[config.mk]
export PLATFORM = sky130hd
export DESIGN_NAME = mem_arbiter
export DESIGN_NICKNAME = d
export VERILOG_FILES = /design/src/rtl/mem_arb_pkg.sv /design/src/rtl/rr_arb2.sv /design/src/rtl/mem_arbiter.sv
export SDC_FILE = /design/constraint.sdc
export NUM_CORES = 1
export LEC_CHECK = 0
export BUFFER_PORTS_ARGS = -buffer_cell sky130_fd_sc_hd__buf_2
export CAP_MARGIN = 20
export CORE_ASPECT_RATIO = 1.4
export CORE_MARGIN = 2
export CORE_UTILIZATION = 38
export CTS_CLUSTER_DIAMETER = 100
export DETAILED_ROUTE_END_ITERATION = 16
export PLACE_DENSITY = 0.76
export SYNTH_ARGS = -nofsm -noshare
export SYNTH_HDL_FRONTEND = slang
export SYNTH_SLANG_ARGS = --single-unit
[constraint.sdc]
create_clock -name clk -period 1.6 [get_ports clk]
set_input_delay 0.32 -clock clk [delete_from_list [all_inputs] [get_ports clk]]
set_output_delay 0.32 -clock clk [all_outputs]
set_load 0.1 [all_outputs]
[src/rtl/mem_arb_pkg.sv]
// Shared types and constants for the two-port memory arbiter.
package mem_arb_pkg;

  typedef enum logic [1:0] {
    IDLE   = 2'd0,
    ACCESS = 2'd1,
    RESP   = 2'd2
  } state_e;

  localparam int PORT_IF = 0;
  localparam int PORT_LS = 1;

  localparam int CNT_W = 4;

endpackage

[src/rtl/rr_arb2.sv]
// Combinational two-way round-robin picker: a lone requester wins, a tie
// goes to the port that did not win last time.
module rr_arb2 (
  input  logic [1:0] req,
  input  logic       last,
  output logic       grant,
  output logic       valid
);

  // Pick the winner from the request pattern and the previous grant.
  always_comb begin
    valid = |req;
    unique case (req)
      2'b01:   grant = 1'b0;
      2'b10:   grant = 1'b1;
      2'b11:   grant = ~last;
      default: grant = 1'b0;
    endcase
  end

endmodule

[src/rtl/mem_arbiter.sv]
// Arbitrates an instruction-fetch port and a load/store port onto one shared
// memory command port. Each access holds the port for MEM_LATENCY cycles,
// writes on the last one, captures read data there and then pulses done for
// the winning port.
//
// Handshake: a port requests by holding req[p]; the request is sampled only in
// IDLE, the command is latched at the grant edge, and done[p] is a single-cycle
// completion pulse with rdata valid in that cycle. There is no backpressure.
module mem_arbiter
  import mem_arb_pkg::*;
#(
  parameter int DATA_WIDTH  = 32,
  parameter int ADDR_WIDTH  = 17,
  parameter int MEM_LATENCY = 2
) (
  input  logic                  clk,
  input  logic                  rst_n,
  input  logic [1:0]            req,
  input  logic [1:0]            we,
  input  logic [2:0]            funct3_0,
  input  logic [2:0]            funct3_1,
  input  logic [DATA_WIDTH-1:0] addr_0,
  input  logic [DATA_WIDTH-1:0] addr_1,
  input  logic [DATA_WIDTH-1:0] wd_0,
  input  logic [DATA_WIDTH-1:0] wd_1,
  output logic [1:0]            done,
  output logic [DATA_WIDTH-1:0] rdata,
  output logic                  mem_we,
  output logic [2:0]            mem_funct3,
  output logic [DATA_WIDTH-1:0] mem_addr,
  output logic [DATA_WIDTH-1:0] mem_wd,
  input  logic [DATA_WIDTH-1:0] mem_rd,
  output logic [1:0]            dbg_state_o
);

  if (MEM_LATENCY < 1 || MEM_LATENCY > 15) begin : g_bad_latency
    $error("mem_arbiter: MEM_LATENCY must be in 1..15");
  end
  if (ADDR_WIDTH < 1 || ADDR_WIDTH > DATA_WIDTH) begin : g_bad_addr_width
    $error("mem_arbiter: ADDR_WIDTH must be in 1..DATA_WIDTH");
  end

  localparam logic [CNT_W-1:0]      CNT_LOAD  = CNT_W'(MEM_LATENCY - 1);
  localparam logic [DATA_WIDTH-1:0] ADDR_MASK =
    {DATA_WIDTH{1'b1}} >> (DATA_WIDTH - ADDR_WIDTH);

  state_e                state_q, state_d;
  logic [CNT_W-1:0]      cnt_q, cnt_d;
  logic                  last_q;
  logic                  win_q;
  logic                  we_q;
  logic [2:0]            f3_q;
  logic [DATA_WIDTH-1:0] addr_q;
  logic [DATA_WIDTH-1:0] wd_q;
  logic [DATA_WIDTH-1:0] rdata_q;

  logic                  grant;
  logic                  grant_valid;
  logic                  grant_now;
  logic                  final_access;
  logic [DATA_WIDTH-1:0] sel_addr;

  rr_arb2 u_rr_arb2 (
    .req   (req),
    .last  (last_q),
    .grant (grant),
    .valid (grant_valid)
  );

  assign grant_now    = (state_q == IDLE) && grant_valid;
  assign final_access = (state_q == ACCESS) && (cnt_q == '0);
  assign sel_addr     = (grant == 1'b1) ? addr_1 : addr_0;

  // State register.
  always_ff @(posedge clk or negedge rst_n) begin
    if (!rst_n) state_q <= IDLE;
    else        state_q <= state_d;
  end

  // Next-state and counter logic.
  always_comb begin
    state_d = state_q;
    cnt_d   = cnt_q;
    unique case (state_q)
      IDLE: begin
        if (grant_valid) begin
          state_d = ACCESS;
          cnt_d   = CNT_LOAD;
        end
      end
      ACCESS: begin
        if (cnt_q == '0) state_d = RESP;
        else             cnt_d   = cnt_q - 1'b1;
      end
      RESP:    state_d = IDLE;
      default: state_d = IDLE;
    endcase
  end

  // Outputs decoded from state: write strobe on the last access cycle only,
  // done pulse for the winner while in RESP.
  always_comb begin
    mem_we = final_access && we_q;
    done   = 2'b00;
    if (state_q == RESP) done[win_q] = 1'b1;
  end

  // Counter, command latches, last-grant and read-data capture.
  always_ff @(posedge clk or negedge rst_n) begin
    if (!rst_n) begin
      cnt_q   <= '0;
      last_q  <= 1'b1;
      win_q   <= 1'b0;
      we_q    <= 1'b0;
      f3_q    <= '0;
      addr_q  <= '0;
      wd_q    <= '0;
      rdata_q <= '0;
    end else begin
      cnt_q <= cnt_d;
      if (grant_now) begin
        last_q <= grant;
        win_q  <= grant;
        we_q   <= we[grant];
        f3_q   <= (grant == 1'b1) ? funct3_1 : funct3_0;
        addr_q <= sel_addr & ADDR_MASK;
        wd_q   <= (grant == 1'b1) ? wd_1 : wd_0;
      end
      if (final_access) rdata_q <= mem_rd;
    end
  end

  assign rdata       = rdata_q;
  assign mem_funct3  = f3_q;
  assign mem_addr    = addr_q;
  assign mem_wd      = wd_q;
  assign dbg_state_o = state_q;

endmodule

==> flow_summary_export.csv, run 1 <==
group,metric,value,unit
status,outcome,"finished with violations",
status,violations,"negative setup slack",
die,start_util,38.8,%
yosys,async_reset_ff_share,100,%
routing,avgRoutedWirePerCell,15.3,um
die,fp.coreArea,10800,um^2
clocking,cts_max_path_buffers,2,
placement,hpwl,8.13,mm
yosys,synth_top_area_share,54.9,%
timing,setup_viol,37,
placement,gp_congestion,0.733,
grt,track_usage,18.1,%
run,drv_cap,0,
critical_path,reg2reg_to,"rdata[9]",
timing,fin_skew,8.77,ps
die,die_y,128,um
die,io_pins,276,
routing,wirelength,11.5,mm
yosys,synth_top_area_cell,"dfrtp_1",
layout,area_growth,50.9,%
clocking,path_clk_slew,60,ps
grt,grt_pass1_wl,17.0,mm
layout,final_common_cell,"buf_2",
critical_path,cp.arrival,1710,ps
clocking,cts_tree,"built",
timing,fin_crit_sh,127,%
layout,fin_util,58.6,%
layout,layout-drive-gt1-share,54.9,%
critical_path,r2r-start,"cnt_q[1]",
critical_path,crit_fanout,2,
routing,viasPerCell,4.94,
yosys,ys_seq_area_share,55.5,%
layout,fin_nets,778,
clocking,numClockSinks,93,
timing,finalMaxSlewViolations,0,
yosys,ys_types,32,
yosys,synth_area_per_cell,11.8,um^2
die,die_width,92.8,um
timing,hold_viol,0,
yosys,synth-main-ff-cell,"dfrtp_1",
layout,final_area,6330,um^2
grt,grt_pass1_vias,3602,
critical_path,startpoint_type,"flip-flop",
routing,ant_nets,0,
placement,place_area,5710,um^2
layout,fill_cells,954,
clocking,cts_buffers,9,
critical_path,cp-end-kind,"output pin",
yosys,yosys_warnings,0,
die,fp-row-count,45,
layout,antenna_cells,0,
routing,drcViolationCount,0,
routing,drt_iter0_drc,60,
critical_path,cp.required,1280,ps
timing,setup_slack,-427,ps
grt,grt_max_degree,94,
layout,most-common-layout-cells,"buf_2 (224), dfrtp_1 (90), o21ai_0 (80), mux2i_1 (53), mux2_4 (31)",
routing,first_pass_iters,4,
grt,antenna_found_initial,0,
critical_path,rrSetupSlack,-270,ps
timing,hold_slack,25.5,ps
clocking,cts-root-buf,"clkbuf_16",
timing,period_needed,2030,ps
yosys,synth_area_leaders,"dfrtp_1 (55%), o21ai_0 (13%), mux2i_1 (13%)",
clocking,htree_levels,3,
yosys,syn-instance-count,355,
yosys,synth_edf_count,0,
timing,grt_setup_unrepaired,"true",
routing,via_count,3711,
critical_path,crit_type,"flip-flop to output pin",
timing,max_freq,493,MHz
die,dieArea,11900,um^2
hold_path,min_path_type,"input port to asynchronous set/reset pin",
yosys,ys_ff_latch,93,
clocking,insertion_delay,330,ps
timing,fin_setup_tns,-9050,ps
yosys,syn_area,4200,um^2
placement,numPortBuffers,230,
critical_path,rr_worst_depth,9,
grt,overflow,0,
-- layer usage --
layer | vias to the layer above | wire length (um) | global-route usage (%)
met4 | 0 | 152 | 7.01
met2 | 154 | 6180 | 32.2
met3 | 11 | 680 | 3.94
met5 | - | 0 | 0
met1 | 1802 | 4460 | 21.1
li1 | 1744 | - | -
-- cells in the mapped netlist, drive strengths merged, types with 2 or more instances --
cell      n
nor3      2
nor3b     3
or2       2
o21ai   108
mux2     33
dfrtp    92
clkbuf   17
mux2i    53
nor2      2
inv       2
buf      24
a31o      2
-- sequential cells by signal, indices dropped and copies added (netlist names) --
| signal | count |
|---|---|
| mem_wd | 32 |
| rdata | 32 |
| mem_addr | 17 |
| cnt_q | 4 |
| mem_funct3 | 3 |
| dbg_state_o | 2 |
| last_q | 1 |
| we_q | 1 |
| win_q | 1 |
-- stage by stage --
step	setup slack, ps	instances
after floorplan	-399	369
after global placement	-125	722
after detailed placement	-196	722
after CTS	-519	743
after global routing	-546	751
final	-427	751
-- logic make-up after synthesis --
group	count (synthesis)	share of synthesized area, %
AO/OA/AOI/OAI	116	14.3
adder cells (fa/ha/maj)	1	0.298
buffers and inverters	43	5.64
flip-flops	93	55.5
multiplexers	86	21.5
other	1	0.0894
AND/OR/NAND/NOR	15	2.63
-- worst max-delay path by stage --
stage | start | to | slack (ps) | cells after the start
CTS | cnt_q[1] | mem_we | -520 | 7
finish | cnt_q[1] | mem_we | -430 | 7
global placement | cnt_q[0] | mem_we | -120 | 7
global route | cnt_q[0] | mem_we | -550 | 7
floorplan | dbg_state_o[1] | mem_we | -400 | 4
detailed placement | cnt_q[0] | rdata[4] | -200 | 7
-- final cells by class --
class	count	area, um^2	area share, %
flip-flops and latches	93	2340	36.9
multi-input cells	233	1870	29.6
repair buffers	266	1660	26.1
clock buffers	10	239	3.77
well taps	141	176	2.79
clock inverters	6	46.3	0.731
inverters	2	7.51	0.119
-- repair_timing --
| action | CTS | global route |
|---|---|---|
| setup buffers | 5 | 9 |
| endpoints found under the setup margin | 36 | 91 |
| resized for setup | 10 | 84 |
| cloned | 1 | 0 |
| hold buffers | 0 | 0 |
| pin swaps | 5 | 3 |
-- critical path, cell delays in order, from the launching register on --
cell and delay [ps]:
dfrtp_1 400, inv_2 70, ha_4 130, nand3b_1 140
nor3_4 200, buf_12 130, and2_4 130, buf_12 160
Power of run 1 is left out: the tool's default activity adds up to more than one toggle a clock period on the data nets, which glitch-free logic cannot reach.
==> inputs of run 2 (changes only) <==
--- a/config.mk
+++ b/config.mk
@@ -7,12 +7,11 @@
 export LEC_CHECK = 0
 export BUFFER_PORTS_ARGS = -buffer_cell sky130_fd_sc_hd__buf_2
 export CAP_MARGIN = 20
-export CORE_ASPECT_RATIO = 1.4
-export CORE_MARGIN = 2
-export CORE_UTILIZATION = 38
+export CORE_AREA = 2 2 106 108
 export CTS_CLUSTER_DIAMETER = 100
 export DETAILED_ROUTE_END_ITERATION = 16
-export PLACE_DENSITY = 0.76
+export DIE_AREA = 0 0 108 110
+export PLACE_DENSITY = 0.75
 export SYNTH_ARGS = -nofsm -noshare
 export SYNTH_HDL_FRONTEND = slang
 export SYNTH_SLANG_ARGS = --single-unit
==> constraint.sdc (replaced) <==
create_clock -name clk -period 2 [get_ports clk]
set_input_delay 0.4 -clock clk [delete_from_list [all_inputs] [get_ports clk]]
set_output_delay 0.4 -clock clk [all_outputs]
set_load 0.1 [all_outputs]
==> run 2 against run 1 <==
Compared with the run above:
- the run still ends with negative setup slack left
- die area shrank 0.24%
- flip-flop and latch count did not move
- clock-buffer cell count did not move
- critical path depth is 1 lower
- final cell count fell by 2.3%
- global-route usage decreased by 0.49 points
- utilization fell by 4.0 points
- register-to-register slack improved by 360 ps
- highest routed layer unchanged
==> flow_summary_export.csv, run 2 (synthesized netlist as in run 1, its figures left out) <==
group,metric,value,unit
status,outcome,"finished with violations",
status,violations,"negative setup slack",
timing,setup_viol,1,
timing,max_freq,499,MHz
placement,numPortBuffers,230,
routing,first_pass_iters,4,
die,fp.coreArea,10700,um^2
clocking,insertion_delay,350,ps
critical_path,crit_type,"flip-flop to output pin",
critical_path,cp.arrival,1600,ps
routing,ant_nets,0,
critical_path,worstPathCellList,"inv_2 -> ha_4 -> nand3b_1 -> nor3_4 -> and2_4 -> buf_12",
timing,slew-limit-headroom,39.8,%
clocking,cts-root-buf,"clkbuf_8",
critical_path,crit_fanout,2,
die,dieArea,11900,um^2
routing,drcViolationCount,0,
layout,antenna_cells,0,
timing,grt_setup_unrepaired,"true",
placement,hpwl,7.97,mm
clocking,path_clk_slew,100,ps
layout,final_area,5840,um^2
timing,hold_viol,0,
layout,layout-drive-gt1-share,52.5,%
layout,area_growth,39.1,%
die,fp-row-count,38,
timing,period_needed,2000,ps
timing,fin_crit_sh,100,%
critical_path,slowest_stage,"dfrtp_1",
die,die_y,110,um
die,die_width,108,um
die,io_pins,276,
clocking,cts_tree,"built",
critical_path,cp.required,1600,ps
grt,grt_pass1_vias,3554,
clocking,htree_levels,3,
clocking,cts_max_path_buffers,2,
placement,place_area,5560,um^2
run,drv_cap,0,
placement,gp_congestion,0.736,
hold_path,min_path_type,"input port to flip-flop",
routing,viasPerCell,4.99,
grt,overflow,0,
timing,tightest_slew,902,ps
grt,track_usage,17.6,%
layout,most-common-layout-cells,"buf_2 (227), o21ai_0 (107), dfrtp_1 (90), mux2i_1 (53), mux2_2 (31)",
grt,grt_pass1_wl,16.5,mm
layout,fill_cells,987,
timing,finalMaxSlewViolations,0,
routing,avgRoutedWirePerCell,14.6,um
clocking,numClockSinks,93,
clocking,cts_buffers,9,
layout,fin_util,54.6,%
layout,layout.cells.non_filler,734,
critical_path,max_stage_delay,400,ps
timing,fin_skew,7.64,ps
placement,dp.cells,708,
routing,drt_iter0_drc,116,
routing,wirelength,10.7,mm
die,start_util,39.2,%
critical_path,startpoint_type,"flip-flop",
timing,setup_slack,-3.71,ps
layout,fin_nets,762,
grt,antenna_found_initial,0,
critical_path,cp-end-kind,"output pin",
routing,via_count,3660,
grt,grt_max_degree,56,
layout,final_common_cell,"buf_2",
run 2: worst paths after layout:
check	cells past startpoint	start	slack (ps)	end
hold / removal	2	mem_rd[26]	270	rdata[26]
setup / recovery	6	cnt_q[0]	-4	mem_we
min in group asynchronous	2	rst_n	510	mem_addr[15]
max in group asynchronous	3	rst_n	780	rdata[5]
setup reg to reg	4	dbg_state_o[1]	90	cnt_q[0]
hold reg to reg	1	rdata[2]	490	rdata[2]
run 2: final cells by class:
class | count | area, um^2 | share of cell area [%]
Inverter | 2 | 7.51 | 0.129
Tap cell | 140 | 175 | 3.00
Timing Repair Buffer | 250 | 1400 | 24.0
Multi-Input combinational cell | 233 | 1730 | 29.7
Sequential cell | 93 | 2340 | 40.0
Clock buffer | 10 | 138 | 2.36
Clock inverter | 6 | 47.5 | 0.815
run 2: worst max-delay path, delay by kind of cell, from the launching register on:
family,cells,cell delay (ps)
and+or+nand+nor,3,470
DFF,1,400
buffers and inverters,2,240
adders and majority gates,1,130
run 2: what timing repair did:
| item | 4_1_cts | 5_1_grt |
|---|---|---|
| pin swaps | 3 | 1 |
| gates resized for setup | 5 | 0 |
| buffers inserted | 7 | 2 |
| hold endpoints to repair | 24 | 0 |
| setup endpoints to repair | 2 | 2 |
| hold buffers | 1 | 0 |
run 2: metal layers:
| layer | routed length (um) | vias to the layer above | global-route usage (%) |
|---|---|---|---|
| met1 | 4270 | 1767 | 20.8 |
| met5 | 0 | - | 0 |
| li1 | - | 1709 | - |
| met4 | 121 | 0 | 7.33 |
| met2 | 5580 | 168 | 31.7 |
| met3 | 715 | 16 | 3.00 |
run 2: through the flow:
step | TNS (ps) | hold WS, ps | setup WS (ps)
3_5_place_dp | 0 | 348 | 89.9
5_1_grt | -167 | 251 | -95.0
3_3_place_gp | 0 | 345 | 182
4_1_cts | -141 | 245 | -141
2_1_floorplan | -79.1 | 104 | -79.1
6_report | -3.71 | 270 | -3.71
Power of run 2 is left out for the same reason.
